$ cat src/rtl/pc_stack_unit.sv
// Program-counter unit with a LIFO return stack for calls and interrupts.
// Interrupt entries carry the Z/C flags, which RETI hands back to the core.
module pc_stack_unit #(
  parameter int ADDR_W  = 12,
  parameter int DISP_W  = 8,
  parameter int DEPTH   = 8,
  parameter int RST_VEC = 0,
  parameter int INT_VEC = 1
) (
  input  logic                       clk_i,
  input  logic                       rst_i,
  input  logic                       clk_en_i,
  input  logic                       pc_en_i,
  input  logic [3:0]                 pc_op_i,
  input  logic                       cc_c_i,
  input  logic                       cc_z_i,
  input  logic [DISP_W-1:0]          disp_i,
  input  logic [ADDR_W-1:0]          addr_i,
  input  logic                       clr_err_i,
  output logic [ADDR_W-1:0]          inst_addr_o,
  output logic                       flag_rst_o,
  output logic                       intc_o,
  output logic                       intz_o,
  output logic                       int_active_o,
  output logic [$clog2(DEPTH+1)-1:0] depth_o,
  output logic                       ovf_o,
  output logic                       unf_o
);
  localparam int CNT_W = $clog2(DEPTH+1);
  localparam int IDX_W = $clog2(DEPTH);

  typedef enum logic [3:0] {
    OP_INC, OP_BZ, OP_BNZ, OP_BC, OP_BNC, OP_JMP, OP_JSB, OP_RET, OP_INT, OP_RETI
  } op_e;

  typedef struct packed {
    logic [ADDR_W-1:0] addr;
    logic              z;
    logic              c;
  } entry_t;

  entry_t            stack_mem [DEPTH];
  entry_t            push_data, top;
  logic              push_en;
  logic [CNT_W-1:0]  sp, level;
  logic [IDX_W-1:0]  top_idx;
  logic [ADDR_W-1:0] pc, inc, btgt, disp_ext;
  logic              act, full, empty;
  op_e               op;

  assign act      = clk_en_i & pc_en_i;
  assign op       = op_e'(pc_op_i);
  assign disp_ext = ADDR_W'($signed(disp_i));
  assign inc      = pc + ADDR_W'(1);
  assign btgt     = inc + disp_ext;
  assign full     = (sp == CNT_W'(DEPTH));
  assign empty    = (sp == '0);
  assign top_idx  = empty ? '0 : IDX_W'(sp - CNT_W'(1));
  assign top      = stack_mem[top_idx];

  assign inst_addr_o  = pc;
  assign depth_o      = sp;
  assign int_active_o = (level != '0);

  // A push on a full stack is dropped; only the error flag records it.
  always_comb begin
    push_en   = 1'b0;
    push_data = '0;
    if (act && !full) begin
      if (op == OP_JSB) begin
        push_en   = 1'b1;
        push_data = '{addr: inc, z: 1'b0, c: 1'b0};
      end else if (op == OP_INT) begin
        push_en   = 1'b1;
        push_data = '{addr: pc, z: cc_z_i, c: cc_c_i};
      end
    end
  end

  // Contents need no reset: the pointer alone defines what is valid.
  always_ff @(posedge clk_i) begin
    if (push_en) stack_mem[IDX_W'(sp)] <= push_data;
  end

  always_ff @(posedge clk_i or negedge rst_i) begin
    if (!rst_i) begin
      pc         <= ADDR_W'(RST_VEC);
      sp         <= '0;
      level      <= '0;
      flag_rst_o <= 1'b0;
      intz_o     <= 1'b0;
      intc_o     <= 1'b0;
      ovf_o      <= 1'b0;
      unf_o      <= 1'b0;
    end else begin
      flag_rst_o <= 1'b0;
      // Clear first so a coincident new error wins below.
      if (clr_err_i) begin
        ovf_o <= 1'b0;
        unf_o <= 1'b0;
      end
      if (act) begin
        case (op)
          OP_INC: pc <= inc;
          OP_BZ:  pc <= cc_z_i  ? btgt : inc;
          OP_BNZ: pc <= !cc_z_i ? btgt : inc;
          OP_BC:  pc <= cc_c_i  ? btgt : inc;
          OP_BNC: pc <= !cc_c_i ? btgt : inc;
          OP_JMP: pc <= addr_i;
          OP_JSB: begin
            pc <= addr_i;
            if (full) ovf_o <= 1'b1;
            else      sp    <= sp + CNT_W'(1);
          end
          OP_RET: begin
            if (empty) begin
              unf_o <= 1'b1;
              pc    <= inc;
            end else begin
              pc <= top.addr;
              sp <= sp - CNT_W'(1);
            end
          end
          OP_INT: begin
            pc <= ADDR_W'(INT_VEC);
            if (full) ovf_o <= 1'b1;
            else      sp    <= sp + CNT_W'(1);
            if (level != CNT_W'(DEPTH)) level <= level + CNT_W'(1);
          end
          OP_RETI: begin
            if (level != '0) level <= level - CNT_W'(1);
            if (empty) begin
              unf_o <= 1'b1;
              pc    <= inc;
            end else begin
              pc         <= top.addr;
              sp         <= sp - CNT_W'(1);
              intz_o     <= top.z;
              intc_o     <= top.c;
              flag_rst_o <= 1'b1;
            end
          end
          default: ;
        endcase
      end
    end
  end
endmodule

$ cat config.mk
export PLATFORM = sky130hd
export DESIGN_NAME = pc_stack_unit
export DESIGN_NICKNAME = d
export VERILOG_FILES = /design/src/rtl/pc_stack_unit.sv
export SDC_FILE = /design/constraint.sdc
export NUM_CORES = 1
export LEC_CHECK = 0
export CORE_MARGIN = 4
export CORE_UTILIZATION = 50
export DETAILED_ROUTE_END_ITERATION = 10
export PLACE_DENSITY = 0.7
export SLEW_MARGIN = 20
export SYNTH_ARGS = -nofsm -noshare
export SYNTH_HDL_FRONTEND = slang
export SYNTH_SLANG_ARGS = --single-unit
$ cat constraint.sdc
create_clock -name clk_i -period 5.3 [get_ports clk_i]
set_clock_uncertainty 0.15 [all_clocks]
set_input_delay 1.06 -clock clk_i [delete_from_list [all_inputs] [get_ports clk_i]]
set_output_delay 1.06 -clock clk_i [all_outputs]
set_load 0.01 [all_outputs]
==> results.yml, run 1 <==
worst_setup_path:
  critPathKind: "in -> reg"
  cp.arrival_ns: 3.87
  cp.required_ns: 5.26
  crit_fanout: 20
  r2r_slack_ns: 1.77
  cp-start-kind: "input pin"
  end_kind: "register"
timing:
  rsz0062_at_grt: "no"
  fmax_mhz: 256
  holdWs_ns: 0.339
  slew_headroom_pct: 42.1
  fin_tns_setup_ns: 0
  tightest_slew_ns: 0.847
  min_period_ns: 3.91
  setup_slack_ns: 1.39
  fin_crit_sh_pct: 73.7
  finalSetupViolCount: 0
  final_hold_viol_count: 0
  slew_viol_final: 0
logic_synthesis:
  synth_flop_cell: "edfxtp_1"
  synth_top_area_share_pct: 46.2
  synth_warnings: 0
  ys_async_sr_fraction_pct: 18.2
  netlist_top_cells_area: "edfxtp_1, dfrtp_1, nand2_1"
  synth-seq-area-share_pct: 54.8
  synth_area_um2: 7280
  netlist_instances: 648
  synth-edff-count: 112
  ys_ff_latch: 137
  synth_nets: 698
  yosys.area.top_type: "edfxtp_1"
  ys_types: 64
  syn_avg_cell_area_um2: 11.2
clocking:
  cts_made_buffers: 17
  cts-root-buf: "clkbuf_16"
  worstSkewPairLatency_ns: 0.42
  cts_resized: 0
  cts_tree: "built"
  clk_pin_slew_ns: 0.06
  clockBufferDepth: 2
  htreeDepth: 4
  postCtsSetupRepairBufs: 0
  hold_buffers: 0
  cts.sinks: 137
placed_design:
  dp_hpwl_mm: 13.6
  gp_congestion: 0.898
  port_buffers: 52
  preCtsSetupSlack_ns: 0.980
grt:
  antenna_found_initial: 0
  grtUsageTotal_pct: 24.4
  grt_pass1_vias: 5452
  grt_max_degree: 41
  grt_pass1_wl_mm: 30.5
  grt_overflow: 0
final_layout:
  final_common_cell: "edfxtp_1"
  layout_common_cells: "edfxtp_1, nand2_1, clkdlybuf4s50_1, a21oi_1, nor2_1"
  fillers: 1137
  drive_gt1_share_pct: 11.0
  diodes: 0
  final_nets: 753
  area_growth_pct: 19.2
die:
  coreArea_um2: 14100
  dieArea_um2: 16600
  die_h_um: 129
  ios: 53
  initial_core_util_pct: 51.6
  rows: 43
  die_x_um: 129
detailed_routing:
  via_per_inst: 6.29
  drt_drc_violations_left: 0
  routed_wl_mm: 19.6
  met1_length_mm: 8.30
  routed-wl-met2_mm: 9.25
  wire_per_inst_um: 21.9
  first_pass_iters: 6
  route.met3.wl_mm: 1.73
  vias: 5637
  drtIter0Drc: 680
  maxUsedRoutingLayer: "met4"
  ant_nets: 0
flow_run:
  maxCapViolCount: 0
power_and_ir_drop:
  leakage_nw: 3.07
  p_per_area_nw_per_um2: 501
  ir_worst_vdd_v: 0.000474
  p_total_mw: 4.35
hold_path:
  hold_path_class: "reg -> reg"
status:
  status: "complete, no violations"
[synth_stat cells (all sizes together) (9+ instances only)]
library cell  instances
nor3                 15
edfxtp              112
inv                  12
buf                  16
clkbuf               24
a31oi                 9
nor2                 43
nand3                26
a21oi                43
nand2                63
xor2                 15
dfrtp                25
a221oi               11
a21o                 10
ha                   17
mux2i                11
nand2b               10
xnor2                26
o21ai                35
[registers in the layout (all words and copies together), names as in the netlist]
register / flops
flag_rst_o: 1
ovf_o: 1
depth_o: 4
unf_o: 1
intc_o: 1
inst_addr_o: 12
intz_o: 1
stack_mem: 112
level: 4
[power by group]
| group | internal, mW | switching [mW] | leakage (nW) |
|---|---|---|---|
| Clock | 0.752 | 0.472 | 0.297 |
| Combinational | 0.702 | 1.06 | 1.43 |
| Sequential | 1.22 | 0.141 | 1.34 |
| Total | 2.68 | 1.67 | 3.07 |
[through the flow]
step / cells / utilization, % / instance area [um^2]
final: 896 / 61.6 / 8680
after global routing: 896 / 61.6 / 8680
after CTS: 896 / 61.6 / 8680
after detailed placement: 864 / 57.2 / 8060
after global placement: 864 / 57.2 / 8060
after floorplan: 648 / - / 7280
[logic make-up (layout without fill, tap and decap cells)]
logic type               after synthesis  after routing  synth area share, %
AND/OR/NAND/NOR                      209            209                 14.1
XOR/XNOR                              41             41                 4.93
adder cells (fa/ha/maj)               19             19                 3.47
buffers and inverters                 53            121                 3.15
AO/OA/AOI/OAI                        165            165                 15.1
multiplexers                          24             24                 4.45
flip-flops                           137            137                 54.8
[path summary, 6_finish.rpt]
kind | from | end | depth (start not counted)
setup / recovery | pc_op_i[1] | stack_mem[4][3] | 7
hold / removal | level[3] | level[3] | 1
setup reg to reg | depth_o[1] | inst_addr_o[9] | 9
hold reg to reg | level[3] | level[3] | 1
max in group asynchronous | rst_i | inst_addr_o[6] | 2
min in group asynchronous | rst_i | inst_addr_o[11] | 2
[layer usage]
layer / GRT usage [%] / vias to the layer above
met4: 7.23 / 0
met1: 33.7 / 2733
met5: 0 / -
li1: - / 2578
met3: 6.39 / 26
met2: 38.1 / 300
[cell type report]
| class | instances | area, um^2 | share of cell area [%] |
|---|---|---|---|
| timing repair buffer | 76 | 701 | 8.07 |
| sequential | 137 | 3990 | 46.0 |
| clock inverter | 14 | 185 | 2.13 |
| multi-input combinational | 458 | 3100 | 35.7 |
| inverter | 13 | 48.8 | 0.562 |
| clock buffer | 18 | 429 | 4.95 |
| tap | 180 | 225 | 2.60 |
[worst max-delay path, cell delays in order]
cell             delay (ns)
clkdlybuf4s50_1        0.89
nand2b_1               0.21
nor2_1                 0.49
nor2_1                 0.16
or2_2                  0.50
nor4b_2                0.26
buf_4                  0.27
Note: power is estimated with default switching activity, not from simulation.
==> run 2: changes to the inputs <==
==> constraint.sdc (replaced) <==
create_clock -name clk_i -period 3.6 [get_ports clk_i]
set_clock_uncertainty 0.15 [all_clocks]
set_input_delay 0.72 -clock clk_i [delete_from_list [all_inputs] [get_ports clk_i]]
set_output_delay 0.72 -clock clk_i [all_outputs]
set_load 0.01 [all_outputs]
==> results.yml, run 2 (synthesis results as in run 1) <==
status:
  status: "complete, no violations"
grt:
  grt_pass1_wl_mm: 32.0
  grtUsageTotal_pct: 25.8
  antenna_found_initial: 0
  grt_pass1_vias: 5504
  grt_max_degree: 41
  grt_overflow: 0
detailed_routing:
  maxUsedRoutingLayer: "met4"
  drtIter0Drc: 639
  route.met3.wl_mm: 1.66
  routed_wl_mm: 20.9
  via_per_inst: 6.23
  vias: 5731
  wire_per_inst_um: 22.7
  drt_drc_violations_left: 0
  first_pass_iters: 5
  met1_length_mm: 8.92
  routed-wl-met2_mm: 9.96
  ant_nets: 0
worst_setup_path:
  cp.required_ns: 3.81
  end_kind: "register"
  cp-start-kind: "register"
  rr_startpoint: "depth_o[1]"
  cp.arrival_ns: 3.52
  critPathKind: "reg -> reg"
  crit_fanout: 13
  cp-startpoint: "depth_o[1]"
timing:
  holdWs_ns: 0.358
  final_hold_viol_count: 0
  fin_tns_setup_ns: 0
  min_period_ns: 3.31
  slew_viol_final: 0
  fin_crit_sh_pct: 91.9
  finalSetupViolCount: 0
  fmax_mhz: 302
  tightest_slew_ns: 0.943
  slew_headroom_pct: 37.1
  rsz0062_at_grt: "no"
clocking:
  cts.sinks: 137
  cts-root-buf: "clkbuf_16"
  htreeDepth: 4
  cts_tree: "built"
  clockBufferDepth: 2
  clk_pin_slew_ns: 0.06
  worstSkewPairLatency_ns: 0.42
  cts_made_buffers: 17
  postCtsSetupRepairBufs: 0
final_layout:
  final_common_cell: "edfxtp_1"
  regMostFlops: "stack_mem"
  diodes: 0
  largest_register_ffs: 112
  drive_gt1_share_pct: 13.8
  final_nets: 777
  layout_common_cells: "edfxtp_1, nand2_1, clkdlybuf4s50_1, buf_4, a21oi_1"
  area_growth_pct: 22.1
power_and_ir_drop:
  internal_power_mw: 3.98
  p_per_area_nw_per_um2: 727
  swShare_pct: 38.4
  leakage_nw: 3.19
  switchingPower_mw: 2.48
  ir_worst_vdd_v: 0.000445
  seqPwrFrac_pct: 30.8
  pwr-share-clk_pct: 27.3
  p_total_mw: 6.46
  p_comb_share_pct: 41.9
placed_design:
  gp_congestion: 0.956
  port_buffers: 52
  dp_hpwl_mm: 14.7
die:
  die_h_um: 129
  rows: 43
  dieArea_um2: 16600
  ios: 53
  die_x_um: 129
  initial_core_util_pct: 51.6
  coreArea_um2: 14100
flow_run:
  maxCapViolCount: 0
hold_path:
  hold_path_class: "reg -> reg"
  hp-start: "level[3]"
-- run 2: cell types whose count changed in the layout (fill, tap and decap cells not counted), sizes merged --
cell	change
clkinv	-2
bufinv	-1
buf	+24
clkbuf	+3
-- run 2: final timing paths --
path                                  endpoint  slack [ns]  cells after the start
worst min register to register        level[3]        0.36                      1
worst max register to register  inst_addr_o[2]        0.29                      8
worst min-delay path                  level[3]        0.36                      1
max in group asynchronous             level[3]        2.51                      2
min in group asynchronous           depth_o[0]        0.53                      2
worst max-delay path            inst_addr_o[2]        0.29                      8
-- run 2: area by class of cell --
class	instances	area, um^2
Clock buffer	21	450
Clock inverter	11	134
Fill cell	1093	5210
Inverter	13	48.8
Multi-Input combinational cell	458	3110
Sequential cell	137	3990
Tap cell	180	225
Timing Repair Buffer	100	931
-- run 2: power groups by stage --
| stage | logic [mW] | registers [mW] | clock network (mW) |
|---|---|---|---|
| 2_1_floorplan | 1.76 | 1.97 | 0 |
| 3_3_place_gp | 2.61 | 2.02 | 0 |
| 3_5_place_dp | 2.65 | 2.02 | 0 |
| 4_1_cts | 2.67 | 1.99 | 1.78 |
| 5_1_grt | 2.92 | 2.01 | 1.86 |
| 6_report | 2.71 | 1.99 | 1.76 |
-- run 2: worst max-delay path: stages (launching register included) --
cell       delay, ns
dfrtp_1         0.59
inv_1           0.17
ha_1            0.29
or3b_1          0.40
buf_4           0.29
nand3_1         0.10
a311o_1         0.40
a2111oi_1       0.65
or3_1           0.20
-- run 2: through the flow --
| step | std cells | utilization [%] | setup slack [ns] | area, um^2 |
|---|---|---|---|---|
| 2_1_floorplan | 648 | - | -0.191 | 7320 |
| 3_3_place_gp | 888 | 58.9 | 0.167 | 8300 |
| 3_5_place_dp | 888 | 58.9 | 0.190 | 8300 |
| 4_1_cts | 920 | 63.0 | 0.235 | 8890 |
| 5_1_grt | 920 | 63.1 | 0.0896 | 8890 |
| 6_report | 920 | 63.1 | 0.293 | 8890 |
-- run 2: per-layer routing --
metal / global-route usage (%) / vias up
met5: 0 / -
met1: 35.2 / 2812
met4: 8.28 / 0
li1: - / 2624
met2: 41.1 / 275
met3: 6.27 / 20
-- run 2: what timing repair did --
action / CTS / global route
hold buffers: 0 / 0
gates resized for setup: 0 / 1
endpoints found under the setup margin: 0 / 1
==> run 3: changes to the inputs <==
==> constraint.sdc (replaced) <==
create_clock -name clk_i -period 3.9 [get_ports clk_i]
set_clock_uncertainty 0.15 [all_clocks]
set_input_delay 0.78 -clock clk_i [delete_from_list [all_inputs] [get_ports clk_i]]
set_output_delay 0.78 -clock clk_i [all_outputs]
set_load 0.01 [all_outputs]
==> results.yml, run 3 (synthesis results as in run 1) <==
die:
  dieArea_um2: 16600
  ios: 53
  coreArea_um2: 14100
  die_h_um: 129
  initial_core_util_pct: 51.6
  die_x_um: 129
  rows: 43
hold_path:
  hold_path_class: "reg -> reg"
clocking:
  cts_tree: "built"
  cts_resized: 0
  cts_made_buffers: 17
  cts-root-buf: "clkbuf_16"
  cts.sinks: 137
  clk_pin_slew_ns: 0.07
  postCtsSetupRepairBufs: 0
  hold_buffers: 0
  htreeDepth: 4
  clockBufferDepth: 2
  worstSkewPairLatency_ns: 0.43
grt:
  grt_pass1_wl_mm: 31.5
  grt_overflow: 0
  antenna_found_initial: 0
  grtUsageTotal_pct: 25.2
  grt_pass1_vias: 5401
  grt_max_degree: 41
final_layout:
  regMostFlops: "stack_mem"
  final_common_cell: "edfxtp_1"
  final_cells: 914
  final_nets: 771
  area_growth_pct: 20.3
  largest_register_ffs: 112
  fin_area_um2: 8760
  layout_common_cells: "edfxtp_1, nand2_1, clkdlybuf4s50_1, a21oi_1"
  drive_gt1_share_pct: 13.2
  diodes: 0
  fillers: 1125
timing:
  holdWs_ns: 0.368
  tightest_slew_ns: 0.904
  slew_viol_final: 0
  fin_crit_sh_pct: 89.4
  final_hold_viol_count: 0
  min_period_ns: 3.49
  rsz0062_at_grt: "no"
  fin_tns_setup_ns: 0
  fmax_mhz: 287
  finalSetupViolCount: 0
  slew_headroom_pct: 39.3
worst_setup_path:
  crit_fanout: 13
  cp_cell_sequence: "inv_1 > ha_1 > or3b_1 > buf_4 > nand2_1 > a221oi_1 > a2111oi_0 > buf_4 > nor4bb_1 > a21oi_1"
  cp.arrival_ns: 3.69
  slowest_delay_ns: 0.64
  critPathKind: "reg -> reg"
  cp-start-kind: "register"
  cp.required_ns: 4.11
  critPathMostFrequentCell: "buf_4"
  cpMaxStageDelayCell: "a2111oi_0"
  end_kind: "register"
placed_design:
  dp_hpwl_mm: 14.3
  post_dp_cell_area_um2: 8200
  gp_congestion: 0.965
  place_inst: 882
  port_buffers: 52
detailed_routing:
  via_per_inst: 6.25
  routed_wl_mm: 20.3
  wire_per_inst_um: 22.2
  first_pass_iters: 6
  ant_nets: 0
  vias: 5717
  drt_drc_violations_left: 0
  drtIter0Drc: 703
status:
  status: "complete, no violations"
power_and_ir_drop:
  leakage_nw: 3.13
  p_per_area_nw_per_um2: 667
  ir_worst_vdd_v: 0.000468
flow_run:
  maxCapViolCount: 0
[run 3: changes by cell type in the layout (fill, tap and decap cells not counted), sizes merged]
cell      before  now
buf           48   42
clkinv         3    6
clkinvlp       1    2
clkbuf        21   17
bufinv         2    0
inv           18   20
[run 3: critical path, delay by kind of cell (launching register included)]
| kind | cells | cell delay, ns |
|---|---|---|
| flops | 1 | 0.51 |
| compound gates | 3 | 0.92 |
| simple gates | 3 | 0.88 |
| buf+inv | 3 | 0.62 |
| fa+ha+maj | 1 | 0.31 |
[run 3: final timing paths]
kind	to	from	depth (start not counted)	slack, ns
setup / recovery	inst_addr_o[9]	depth_o[1]	10	0.41
hold / removal	level[3]	level[3]	1	0.37
setup reg to reg	inst_addr_o[9]	depth_o[1]	10	0.41
hold reg to reg	level[3]	level[3]	1	0.37
max in group asynchronous	inst_addr_o[4]	rst_i	2	2.72
min in group asynchronous	level[1]	rst_i	2	0.58
[run 3: power breakdown]
group | switching, mW | total [mW] | internal [mW]
sequential | 0.191 | 1.85 | 1.66
combinational | 1.47 | 2.48 | 1.00
clock | 0.678 | 1.51 | 0.834
[run 3: per-stage QoR]
step                setup WS (ns)  total power, mW  utilization [%]
floorplan                  -0.341             3.43                -
global placement            0.458             4.27             58.2
detailed placement          0.444             4.29             58.2
CTS                         0.533             5.81             62.1
global route                0.198             6.16             62.1
finish                      0.414             5.84             62.1
[run 3: metal layers]
layer / global-route usage [%] / wire length (um)
met3: 6.52 / 1720
met2: 37.4 / 9260
met1: 37.1 / 9080
met5: 0 / 0
met4: 6.79 / 278
[run 3: final cells by class]
type | count | area (um^2) | share of cell area [%]
Clock buffer | 17 | 425 | 4.86
Clock inverter | 15 | 131 | 1.50
Inverter | 13 | 48.8 | 0.557
Multi-Input combinational cell | 458 | 3100 | 35.4
Sequential cell | 137 | 3990 | 45.6
Tap cell | 180 | 225 | 2.57
Timing Repair Buffer | 94 | 836 | 9.55
